File: config.mk
export PLATFORM = sky130hd
export DESIGN_NAME = image_loader
export DESIGN_NICKNAME = d
export VERILOG_FILES = /design/src/rtl/loader_pkg.sv /design/src/rtl/byte_packer.sv /design/src/rtl/image_loader.sv
export SDC_FILE = /design/constraint.sdc
export NUM_CORES = 1
export LEC_CHECK = 0
export BUFFER_PORTS_ARGS = -buffer_cell sky130_fd_sc_hd__buf_4
export CAP_MARGIN = 20
export CORE_ASPECT_RATIO = 0.7
export CORE_UTILIZATION = 48
export DETAILED_ROUTE_END_ITERATION = 12
export PLACE_DENSITY = 0.76
export RECOVER_POWER = 25
export REMOVE_ABC_BUFFERS = 1
export SYNTH_ARGS = -nofsm -noshare
export SYNTH_HDL_FRONTEND = slang
export SYNTH_HIERARCHICAL = 1
export SYNTH_SLANG_ARGS = --single-unit
File: constraint.sdc
create_clock -name clk -period 2.1 [get_ports clk]
set_clock_uncertainty 0.2 [all_clocks]
set_input_delay 0.315 -clock clk [delete_from_list [all_inputs] [get_ports clk]]
set_output_delay 0.315 -clock clk [all_outputs]
set_load 0.005 [all_outputs]
File: src/rtl/loader_pkg.sv
// Shared types and widths for the image loader: FSM state encoding and the
// byte/word/address geometry of the data-memory lane word.
package loader_pkg;

    typedef enum logic [1:0] {
        IDLE,
        FILL,
        WRITE,
        DONE
    } loader_state_t;

    localparam int LANES  = 8;
    localparam int BYTE_W = 8;
    localparam int WORD_W = 64;
    localparam int ADDR_W = 16;

endpackage

File: src/rtl/byte_packer.sv
// Little-endian byte-to-word assembler: the first accepted byte lands in lane 0,
// the eighth in lane 7, after which the lane counter wraps for the next word.
import loader_pkg::*;

module byte_packer (
    input  logic              clk,
    input  logic              reset,
    input  logic              accept,
    input  logic              clear,
    input  logic [BYTE_W-1:0] data_byte,
    output logic [WORD_W-1:0] word,
    output logic              last_lane
);

    localparam int LANE_W = $clog2(LANES);

    logic [LANE_W-1:0] lane;
    logic [WORD_W-1:0] word_reg;

    // Lanes are only overwritten, never cleared per word, so the completed word
    // stays intact on the outputs through the following write cycle.
    always_ff @(posedge clk) begin
        if (reset || clear) begin
            lane     <= '0;
            word_reg <= '0;
        end else if (accept) begin
            for (int k = 0; k < LANES; k++) begin
                if (lane == LANE_W'(k)) begin
                    word_reg[k*BYTE_W +: BYTE_W] <= data_byte;
                end
            end
            lane <= lane + LANE_W'(1);
        end
    end

    assign word      = word_reg;
    assign last_lane = (lane == LANE_W'(LANES - 1));

endmodule

File: src/rtl/image_loader.sv
// Streams host bytes into 64-bit data-memory words and stalls the core until the
// image is loaded. Define LOADER_CHECKSUM_EN to build the running byte checksum.
import loader_pkg::*;

module image_loader #(
    parameter logic [ADDR_W-1:0] BASE_ADDR = 16'h0000,
    parameter logic [15:0]       NUM_WORDS = 16'd1024,
    parameter logic [ADDR_W-1:0] ADDR_STEP = 16'd1
) (
    input  logic              clk,
    input  logic              reset,
    input  logic              start,
    input  logic              byte_valid,
    input  logic [BYTE_W-1:0] byte_data,
    output logic              byte_ready,
    output logic              mem_we,
    output logic [ADDR_W-1:0] mem_addr,
    output logic [WORD_W-1:0] mem_wdata,
    output logic              core_hold,
    output logic              done,
    output logic [15:0]       words_written,
    output logic [15:0]       checksum
);

    loader_state_t     state;
    loader_state_t     next_state;
    logic [ADDR_W-1:0] addr;
    logic              accept;
    logic              start_load;
    logic              last_lane;
    logic              last_word;

    assign accept     = byte_valid && byte_ready;
    assign start_load = start && ((state == IDLE) || (state == DONE));
    assign last_word  = (words_written + 16'd1) == NUM_WORDS;

    byte_packer u_packer (
        .clk       (clk),
        .reset     (reset),
        .accept    (accept),
        .clear     (start_load),
        .data_byte (byte_data),
        .word      (mem_wdata),
        .last_lane (last_lane)
    );

    always_ff @(posedge clk) begin
        if (reset) begin
            state <= IDLE;
        end else begin
            state <= next_state;
        end
    end

    always_comb begin
        next_state = state;
        byte_ready = 1'b0;
        mem_we     = 1'b0;
        core_hold  = 1'b1;
        done       = 1'b0;
        case (state)
            IDLE: begin
                if (start) next_state = FILL;
            end
            FILL: begin
                byte_ready = 1'b1;
                if (accept && last_lane) next_state = WRITE;
            end
            WRITE: begin
                mem_we     = 1'b1;
                next_state = last_word ? DONE : FILL;
            end
            DONE: begin
                done      = 1'b1;
                core_hold = 1'b0;
                if (start) next_state = FILL;
            end
            default: next_state = IDLE;
        endcase
    end

    // Address wraps silently at 16 bits; a restart rewinds it to BASE_ADDR.
    always_ff @(posedge clk) begin
        if (reset || start_load) begin
            addr          <= BASE_ADDR;
            words_written <= '0;
        end else if (state == WRITE) begin
            addr          <= addr + ADDR_STEP;
            words_written <= words_written + 16'd1;
        end
    end

    assign mem_addr = addr;

`ifdef LOADER_CHECKSUM_EN
    logic [15:0] sum;

    always_ff @(posedge clk) begin
        if (reset || start_load) begin
            sum <= '0;
        end else if (accept) begin
            sum <= sum + {8'h00, byte_data};
        end
    end

    assign checksum = sum;
`else
    assign checksum = 16'h0000;
`endif

endmodule
[Yosys cells after proc, flatten, opt, wreduce, memory -nomap -nowiden]
Cells that the tools add are included.
Word-level totals
  register bits after elaboration: 101
  output and inout bits: 116
  word-level logic and storage cells: 53
Operators by class
  add/subtract/negate cells: 3
  eq/ne operators: 13
  muxes and demuxes: 8
  reductions and logical operators: 17
Operator list (count)
  16-bit by 1-bit adder with 16-bit output (second input constant): 2
  2-bit AND reduction: 9
  16-bit by 11-bit equality test with 1-bit output (second input constant): 1
  3-bit equality test (second input constant): 4
  3-bit by 2-bit equality test with 1-bit output (second input constant): 2
  2-bit two-way mux: 3
  2-bit one-hot mux with 3 select lines: 1
  2-bit equality test (second input constant): 2
  1-bit two-way mux: 4
  3-bit by 1-bit adder with 3-bit output (second input constant): 1
  3-bit by 1-bit equality test with 1-bit output (second input constant): 1
  1-bit logical AND: 3
  3-bit logical NOT: 1
  2-bit by 1-bit equality test with 1-bit output (second input constant): 1
  2-bit logical NOT: 1
  1-bit logical OR: 2
  2-bit by 1-bit != test with 1-bit output (second input constant): 1
  2-bit != test (second input constant): 1
  2-bit OR reduction: 1

[Longest topological paths before layout]
Gate-level depths: netlist of the first run.
  depth in word-level cells: 6
  mapped depth: 8
  mapped depth without buffers: 7

[By module]
Netlist of the first run, hierarchy kept.
By module, submodules not included
  byte_packer: times used 1, cells an instance 277, area an instance 3024.2 um2, sequential area each 1341.3 um2
  image_loader: times used 1, cells an instance 234, area an instance 1911.8 um2, sequential area each 680.7 um2

[Least setup slack after synthesis of the first run]
No wires, ideal clock.
  path kind: register to register
  from: reg state[0]
  to: reg words_written[15]
  setup time: 0.070 ns
  arrival: 1.901 ns
  setup slack: -0.071 ns
  cell stages (with the launch flop): 9
  cell sequence: dfxtp_1 > inv_1 > ha_1 > inv_1 > or3_4 > or2_1 > buf_6 > or3_1 > a21oi_1
On the way
  longest elaborated chain between the ends: 4
  elaborated cells between the ends (all ways): 6
  classes of those cells: 2 x eq/ne; 4 x reduce/logical
Ends and longest elaborated chain
  start: declaration: RTL line image_loader.sv:25  | loader_state_t state;
  start signal: assignment: RTL line image_loader.sv:51  | state <= next_state;
  2-bit equality test / 2-bit logical NOT (equally long branches): RTL line image_loader.sv:34  | assign start_load = start && ((state == IDLE) || (state == DONE));
  1-bit logical OR: RTL line image_loader.sv:34
  1-bit logical AND: RTL line image_loader.sv:34
  1-bit logical OR: RTL line image_loader.sv:84  | if (reset || start_load) begin
  end signal: assignment: RTL line image_loader.sv:89  | words_written <= words_written + 16'd1;
  end: declaration: RTL line image_loader.sv:21  | output logic [15:0] words_written,
Several ways; a longest one is shown, not always the timed one.
A chain may end at the register's enable or synchronous reset.

[Worst setup path in the final report of the first run]
  from: reg words_written[0]
  to: reg state[1]
On the way
  longest elaborated chain between the ends: 4
Ends and longest elaborated chain
  16-bit by 1-bit adder with 16-bit output: RTL line image_loader.sv:35  | assign last_word = (words_written + 16'd1) == NUM_WORDS;
  16-bit by 11-bit equality test with 1-bit output: RTL line image_loader.sv:35
  2-bit two-way mux: RTL line image_loader.sv:71  | next_state = last_word ? DONE : FILL;
  2-bit one-hot mux with 3 select lines: RTL line image_loader.sv:61  | case (state)
No other way between the ends.

==> run_results.csv, run 1 <==
group,metric,value,unit
run_status,status,"finished clean",
cts,cts_max_path_buffers,2,
finish,final_layout_size_suffix_gt1_share,28.8,%
setup_path,crit_path_end_kind,"register",
sta,setup_slack,0.0274,ns
setup_path,critPathMaxStageDelay,0.33,ns
floorplan,num_rows,30,
placement,numPortBuffers,111,
sta,relSlewSlack,60.6,%
detailed_routing,drc,0,
yosys,synth.distinct_cells,42,
yosys,synth_flop_cell,"sky130_fd_sc_hd__dfxtp_1",
yosys,seq_area_frac_synth,41.0,%
sta,final_max_slew_viol_count,0,
cts,clkLatencyLatePin,0.34,ns
floorplan,die_height,86.8,um
finish,flow.area_growth_from_synthesis,23.6,%
placement,placedCellCount,730,
global_route,antenna_violations_before_repair,0,
yosys,post_synth_edffs,0,
setup_path,worst_setup_path_start_kind,"register",
detailed_routing,totalWireLength,11.6,mm
worst_hold_path,hold-path-cell-count,3,
floorplan,design.core.area,9830,um2
worst_hold_path,min_from,"byte_data[3]",
finish,nFillCells,870,
global_route,grt_pass1_vias,3675,
finish,regArea,2030,um2
sta,hold-worst-slack,0.0511,ns
placement,final_estimated_routing_congestion_in_global_placement,0.811,
yosys,synth_async_sr_flop_share,0,%
power,power.density_cell_area,748,nW/um2
cts,clock_tree.htree_level_count,3,
worst_hold_path,hold_path_endpoint,"u_packer/word[59]",
finish,multiInputGateArea,2570,um2
setup_path,critical_path_cell_list,"ha_1 -> nand4_1 -> nor3_2 -> xor2_1 -> nor4_1 -> a41oi_1 -> a211oi_1",
detailed_routing,drt.antenna.violating_nets,0,
finish,post_layout_nonfiller_instances,746,
sta,post-route-period-util,98.7,%
sta,final.min_clock_period,2.07,ns
sta,tightest_slew,0.591,ns
cts,cts.hold.buffers_added,0,
sta,setup_viol_count_final,0,
global_route,grt_util_all_layers,22.2,%
yosys,synthesis.area,4940,um2
setup_path,timing.critical_path.fanout_max,3,
detailed_routing,drt-pass1-iter-count,4,
finish,largest_reg_flops,64,
floorplan,die_area,10700,um2
finish,antennaDiodeCount,0,
yosys,syn-mean-instance-area,9.66,um2
setup_path,crit_slowest_cell,"sky130_fd_sc_hd__dfxtp_1",
power,power.leakage,2.67,nW
setup_path,critPathRequiredTime,2.15,ns
floorplan,io_pins,128,
yosys,total_of_flip_flops_plus_latches_after_synthesis,101,
cts,cts_root_buf,"sky130_fd_sc_hd__clkbuf_16",
setup_path,worst_flop_to_flop_path_endpoint,"state[1]",
worst_hold_path,hold_path_class,"primary input to register",
detailed_routing,detail_route.vias_per_cell,5.30,
placement,dp.final_hpwl,8.28,mm
global_route,largest_net_degree_at_the_start_of_global_routing,41,
floorplan,die_span_in_x,123,um
detailed_routing,dr.first_iter.drc_count,225,
yosys,yosys_warnings,6,
global_route,grt_overflow,0,
sta,hold_violations,0,
sta,rsz_0062_raised_after_global_routing,"yes",
power,worst_ir_drop_vdd,0.497,mV
yosys,synthCells,511,
setup_path,reg2reg_setup_slack,0.03,ns
finish,final_nets,638,
detailed_routing,route.detailed.wl_per_inst,15.6,um
finish,postLayoutCoreUtil,62.0,%
setup_path,r2r_cells,7,
placement,pre_cts_ws,-0.233,ns
detailed_routing,vias,3957,
setup_path,worst-endpoint-arrival,2.12,ns
global_route,grt_first_pass_wirelength,18.5,mm
cts,clock_input_transition_at_the_sequential_cells_of_the_worst_setup_and_hold_paths,0.06,ns
cts,cts_inserted_buffers,9,
setup_path,critical_path.reg2reg.startpoint,"words_written[0]",
sta,max_clock_freq,0.482,GHz
cts,clock_sink_count,101,
cts,tritoncts_clock_tree,"built",
setup_path,critical_setup_path_kind,"register to register",
sta,final.setup.tns,0,ns
flow_run,cap_viol_max_count,0,
floorplan,start_util,50.2,%
power breakdown:
part / internal, mW / switching (mW)
Sequential: 1.97 / 0.0376
Clock: 0.868 / 0.711
Combinational: 0.392 / 0.587
worst max-delay path, delay by kind of cell, from the launching register on:
kind,cells,cell delay (ns)
flip-flops,1,0.33
adder cells (fa/ha/maj),1,0.23
XOR/XNOR,1,0.09
AO/OA/AOI/OAI,2,0.42
AND/OR/NAND/NOR,3,0.71
through the flow:
step           power [mW]  instance area, um2
5_1_grt              4.78                6100
3_5_place_dp         3.00                5820
6_report             4.57                6100
4_1_cts              4.59                6110
2_1_floorplan        2.54                4600
3_3_place_gp         2.98                5820
cell usage after synthesis (2+ instances only):
library cell | instances | area (um2)
sky130_fd_sc_hd__a211oi_1 | 3 | 22.5
sky130_fd_sc_hd__a21bo_2 | 16 | 160
sky130_fd_sc_hd__a21oi_1 | 25 | 125
sky130_fd_sc_hd__and2_1 | 2 | 12.5
sky130_fd_sc_hd__and3_1 | 4 | 25.0
sky130_fd_sc_hd__buf_1 | 4 | 15.0
sky130_fd_sc_hd__buf_2 | 12 | 60.1
sky130_fd_sc_hd__buf_4 | 18 | 135
sky130_fd_sc_hd__buf_6 | 8 | 90.1
sky130_fd_sc_hd__clkbuf_1 | 21 | 78.8
sky130_fd_sc_hd__dfxtp_1 | 101 | 2020
sky130_fd_sc_hd__ha_1 | 12 | 150
sky130_fd_sc_hd__inv_1 | 7 | 26.3
sky130_fd_sc_hd__mux2i_1 | 51 | 510
sky130_fd_sc_hd__nand2_1 | 16 | 60.1
sky130_fd_sc_hd__nand3_1 | 28 | 140
sky130_fd_sc_hd__nand3_2 | 3 | 30.0
sky130_fd_sc_hd__nand3b_1 | 3 | 22.5
sky130_fd_sc_hd__nand4_1 | 12 | 75.1
sky130_fd_sc_hd__nor2_1 | 41 | 154
sky130_fd_sc_hd__nor2b_1 | 2 | 12.5
sky130_fd_sc_hd__nor3_1 | 5 | 25.0
sky130_fd_sc_hd__nor4_1 | 3 | 18.8
sky130_fd_sc_hd__o21ai_0 | 7 | 35.0
sky130_fd_sc_hd__or2_1 | 2 | 12.5
sky130_fd_sc_hd__or3_1 | 6 | 37.5
sky130_fd_sc_hd__or3b_1 | 54 | 473
sky130_fd_sc_hd__or3b_2 | 2 | 17.5
sky130_fd_sc_hd__xnor2_1 | 8 | 70.1
sky130_fd_sc_hd__xor2_1 | 23 | 201
routing by layer:
metal | vias up | part of all wire (%) | track usage [%]
li1 | 1955 | - | -
met1 | 1891 | 48 | 30.3
met2 | 102 | 46 | 35.2
met3 | 9 | 5.6 | 6.12
met4 | 0 | 0.73 | 4.38
met5 | - | 0 | 0
placed cells by master, fill, tap and decap left out, types with 2 or more instances in the layout:
master,count
sky130_fd_sc_hd__clkbuf_16,9
sky130_fd_sc_hd__nand3_1,28
sky130_fd_sc_hd__mux2i_1,51
sky130_fd_sc_hd__xor2_1,23
sky130_fd_sc_hd__o21ai_0,7
sky130_fd_sc_hd__nor2b_1,2
sky130_fd_sc_hd__xnor2_1,8
sky130_fd_sc_hd__nand3_2,2
sky130_fd_sc_hd__nand3b_1,3
sky130_fd_sc_hd__nand2_1,16
sky130_fd_sc_hd__conb_1,16
sky130_fd_sc_hd__dfxtp_1,98
sky130_fd_sc_hd__ha_1,12
sky130_fd_sc_hd__or3_1,6
sky130_fd_sc_hd__inv_1,7
sky130_fd_sc_hd__or2_4,2
sky130_fd_sc_hd__dfxtp_2,3
sky130_fd_sc_hd__nand4_1,12
sky130_fd_sc_hd__nor4_1,3
sky130_fd_sc_hd__or3b_1,54
sky130_fd_sc_hd__clkbuf_1,10
sky130_fd_sc_hd__a21bo_2,16
sky130_fd_sc_hd__nor2_1,40
sky130_fd_sc_hd__clkbuf_4,39
sky130_fd_sc_hd__a21oi_1,25
sky130_fd_sc_hd__nor3_1,4
sky130_fd_sc_hd__inv_6,2
sky130_fd_sc_hd__clkbuf_8,2
sky130_fd_sc_hd__buf_4,91
sky130_fd_sc_hd__a211oi_1,3
sky130_fd_sc_hd__or3b_2,2
sky130_fd_sc_hd__and3_1,4
area by class of cell:
class                   instances  share of cell area (%)
well taps                     128                    2.62
multi-input cells             354                    42.2
repair buffers                141                    16.9
inverters                       7                   0.431
clock inverters                 4                   0.492
flip-flops and latches        101                    33.2
clock buffers                  11                    4.14
how the worst max path moves through the flow:
stage                     startpoint           endpoint
CTS                 words_written[0]           state[1]
floorplan                   state[0]  u_packer/word[48]
finish              words_written[0]           state[1]
global placement            state[0]  words_written[12]
global route        words_written[6]           state[1]
detailed placement          state[0]   words_written[5]
cells by family after synthesis:
family,after synthesis,synth area share [%]
AO/OA/AOI/OAI,55,7.66
other,1,0.0760
buffers and inverters,71,8.49
multiplexers,51,10.3
XOR/XNOR,31,5.50
AND/OR/NAND/NOR,189,23.9
flip-flops,101,41.0
adder cells (fa/ha/maj),12,3.04
timing repair:
item	CTS	global route
gates cloned	0	0
gates resized for setup	3	7
hold endpoints to repair	0	0
setup endpoints to repair	77	21
buffers inserted	0	1
pin swaps	0	3
(Power assumes the default switching activity.)
==> run 2, diff against run 1 <==
MAX_ROUTING_LAYER = met4   (was not set)
==> run 2 against run 1 <==
Compared with the run above:
- final area stayed put
- total power hardly changed
- combinational power hardly changed
- cell count stayed put
- worst hold slack worse by 0.0041 ns
- global-route usage is 0.72 points higher
- critical endpoint unchanged
==> run_results.csv, run 2 (synthesis results as in run 1) <==
group,metric,value,unit
setup_path,critical_path.n_buffers_inverters,0,
sta,final_max_slew_viol_count,0,
detailed_routing,totalWireLength,11.6,mm
detailed_routing,drc,0,
global_route,grt_util_all_layers,23.0,%
power,power.leakage,2.67,nW
sta,max_clock_freq,0.485,GHz
setup_path,cpLargestDelayFamily,"simple AND/OR/NAND/NOR gates",
power,p_sw_share,29.2,%
finish,largest_reg_flops,64,
finish,leading_cell_type_in_the_layout_fill_and_taps_excluded,"sky130_fd_sc_hd__dfxtp_1",
power,internal-power,3.23,mW
power,clock_power_share,34.6,%
detailed_routing,dr.first_iter.drc_count,212,
setup_path,critPathRequiredTime,2.15,ns
floorplan,design.core.area,9830,um2
finish,antennaDiodeCount,0,
cts,clock_input_transition_at_the_sequential_cells_of_the_worst_setup_and_hold_paths,0.06,ns
floorplan,die_area,10700,um2
sta,relSlewSlack,61.7,%
setup_path,crit_slowest_cell,"sky130_fd_sc_hd__dfxtp_1",
detailed_routing,drt.antenna.violating_nets,0,
placement,dp.final_hpwl,8.28,mm
detailed_routing,drt-pass1-iter-count,4,
setup_path,timing.critical_path.fanout_max,3,
sta,hold_violations,0,
cts,clock_tree.htree_level_count,3,
cts,clkLatencyLatePin,0.34,ns
finish,final_nets,638,
sta,final.setup.tns,0,ns
cts,cts_inserted_buffers,9,
global_route,grt_overflow,0,
setup_path,worst_setup_path_start_kind,"register",
sta,rsz_0062_raised_after_global_routing,"yes",
floorplan,start_util,50.2,%
global_route,antenna_violations_before_repair,0,
floorplan,die_span_in_x,123,um
floorplan,io_pins,128,
power,power.density_cell_area,748,nW/um2
finish,final_layout_size_suffix_gt1_share,28.8,%
global_route,grt_first_pass_wirelength,18.5,mm
detailed_routing,route.detailed.wl_per_inst,15.6,um
global_route,grt_pass1_vias,3671,
setup_path,critPathMaxStageDelay,0.33,ns
sta,final.min_clock_period,2.06,ns
setup_path,critical_path_cell_list,"ha_1 -> nand4_1 -> nor3_2 -> xor2_1 -> nor4_1 -> a41oi_1 -> a211oi_1",
cts,cts_max_path_buffers,2,
detailed_routing,vias,3965,
detailed_routing,detail_route.vias_per_cell,5.32,
finish,postLayoutCoreUtil,62.0,%
placement,numPortBuffers,111,
finish,nFillCells,870,
run_status,status,"finished clean",
global_route,largest_net_degree_at_the_start_of_global_routing,41,
setup_path,critical_setup_path_kind,"register to register",
power,worst_ir_drop_vdd,0.496,mV
cts,tritoncts_clock_tree,"built",
finish,mostFrequentLayoutCells,"98 x sky130_fd_sc_hd__dfxtp_1, 91 x sky130_fd_sc_hd__buf_4, 54 x sky130_fd_sc_hd__or3b_1, 51 x sky130_fd_sc_hd__mux2i_1, 40 x sky130_fd_sc_hd__nor2_1",
worst_hold_path,hold_path_class,"primary input to register",
cts,clock_sink_count,101,
floorplan,die_height,86.8,um
placement,final_estimated_routing_congestion_in_global_placement,0.823,
power,power.combinational.fraction,21.4,%
sta,post-route-period-util,98.3,%
placement,placedCellCount,730,
power,finalPower,4.56,mW
sta,setup_viol_count_final,0,
sta,tightest_slew,0.574,ns
finish,post_layout_nonfiller_instances,746,
cts,cts_root_buf,"sky130_fd_sc_hd__clkbuf_16",
setup_path,worst-endpoint-arrival,2.11,ns
flow_run,cap_viol_max_count,0,
finish,flow.area_growth_from_synthesis,23.6,%
setup_path,crit_path_end_kind,"register",
power,portion_of_total_power_attributed_to_sequential_cells,44.0,%
floorplan,num_rows,30,
power,power_switching,1.33,mW
run 2: final cells by class:
type,count,area (um2),area share (%)
clock buffers,11,253,4.14
inverters,7,26.3,0.431
well taps,128,160,2.62
flip-flops and latches,101,2030,33.2
multi-input cells,354,2570,42.2
clock inverters,4,30.0,0.492
repair buffers,141,1030,16.9
run 2: power groups by stage:
stage / clock network [mW] / registers, mW / logic (mW)
floorplan: 0 / 2.07 / 0.478
global placement: 0 / 2.05 / 0.929
detailed placement: 0 / 2.05 / 0.953
CTS: 1.61 / 2.01 / 0.968
global route: 1.70 / 2.01 / 1.08
finish: 1.58 / 2.01 / 0.978
run 2: metrics by stage:
step / hold slack (ns) / instance area [um2] / setup WS (ns)
2_1_floorplan: 0.188 / 4600 / -0.440
5_1_grt: 0.0474 / 6100 / -0.121
6_report: 0.0471 / 6100 / 0.0367
3_3_place_gp: 0.297 / 5820 / -0.134
4_1_cts: 0.0350 / 6110 / 0.00320
3_5_place_dp: 0.317 / 5820 / -0.233
run 2: what timing repair did:
item / CTS / global route
buffers inserted: 0 / 1
resized for setup: 3 / 7
hold endpoints to repair: 0 / 0
setup endpoints to repair: 77 / 20
cloned: 0 / 0
pin swaps: 0 / 3
hold buffers: 0 / 0
run 2: tightest hold or removal path, stage by stage:
cell and delay [ns]:
sky130_fd_sc_hd__buf_4 0.12, sky130_fd_sc_hd__nand3_1 0.06, sky130_fd_sc_hd__a21oi_1 0.05
run 2: worst paths after layout:
check,start,end,slack (ns),depth (start not counted)
setup / recovery,words_written[0],state[1],0.04,7
hold / removal,byte_data[3],u_packer/word[59],0.05,3
setup reg to reg,words_written[0],state[1],0.04,7
hold reg to reg,mem_addr[15],mem_addr[15],0.33,2
run 2: per-layer routing:
layer	up-vias	GRT usage, %	routed length, um
met5	-	-	0
met4	0	4.38	87
met3	9	5.79	605
met2	91	35.1	5330
met1	1913	30.7	5610
li1	1952	-	-
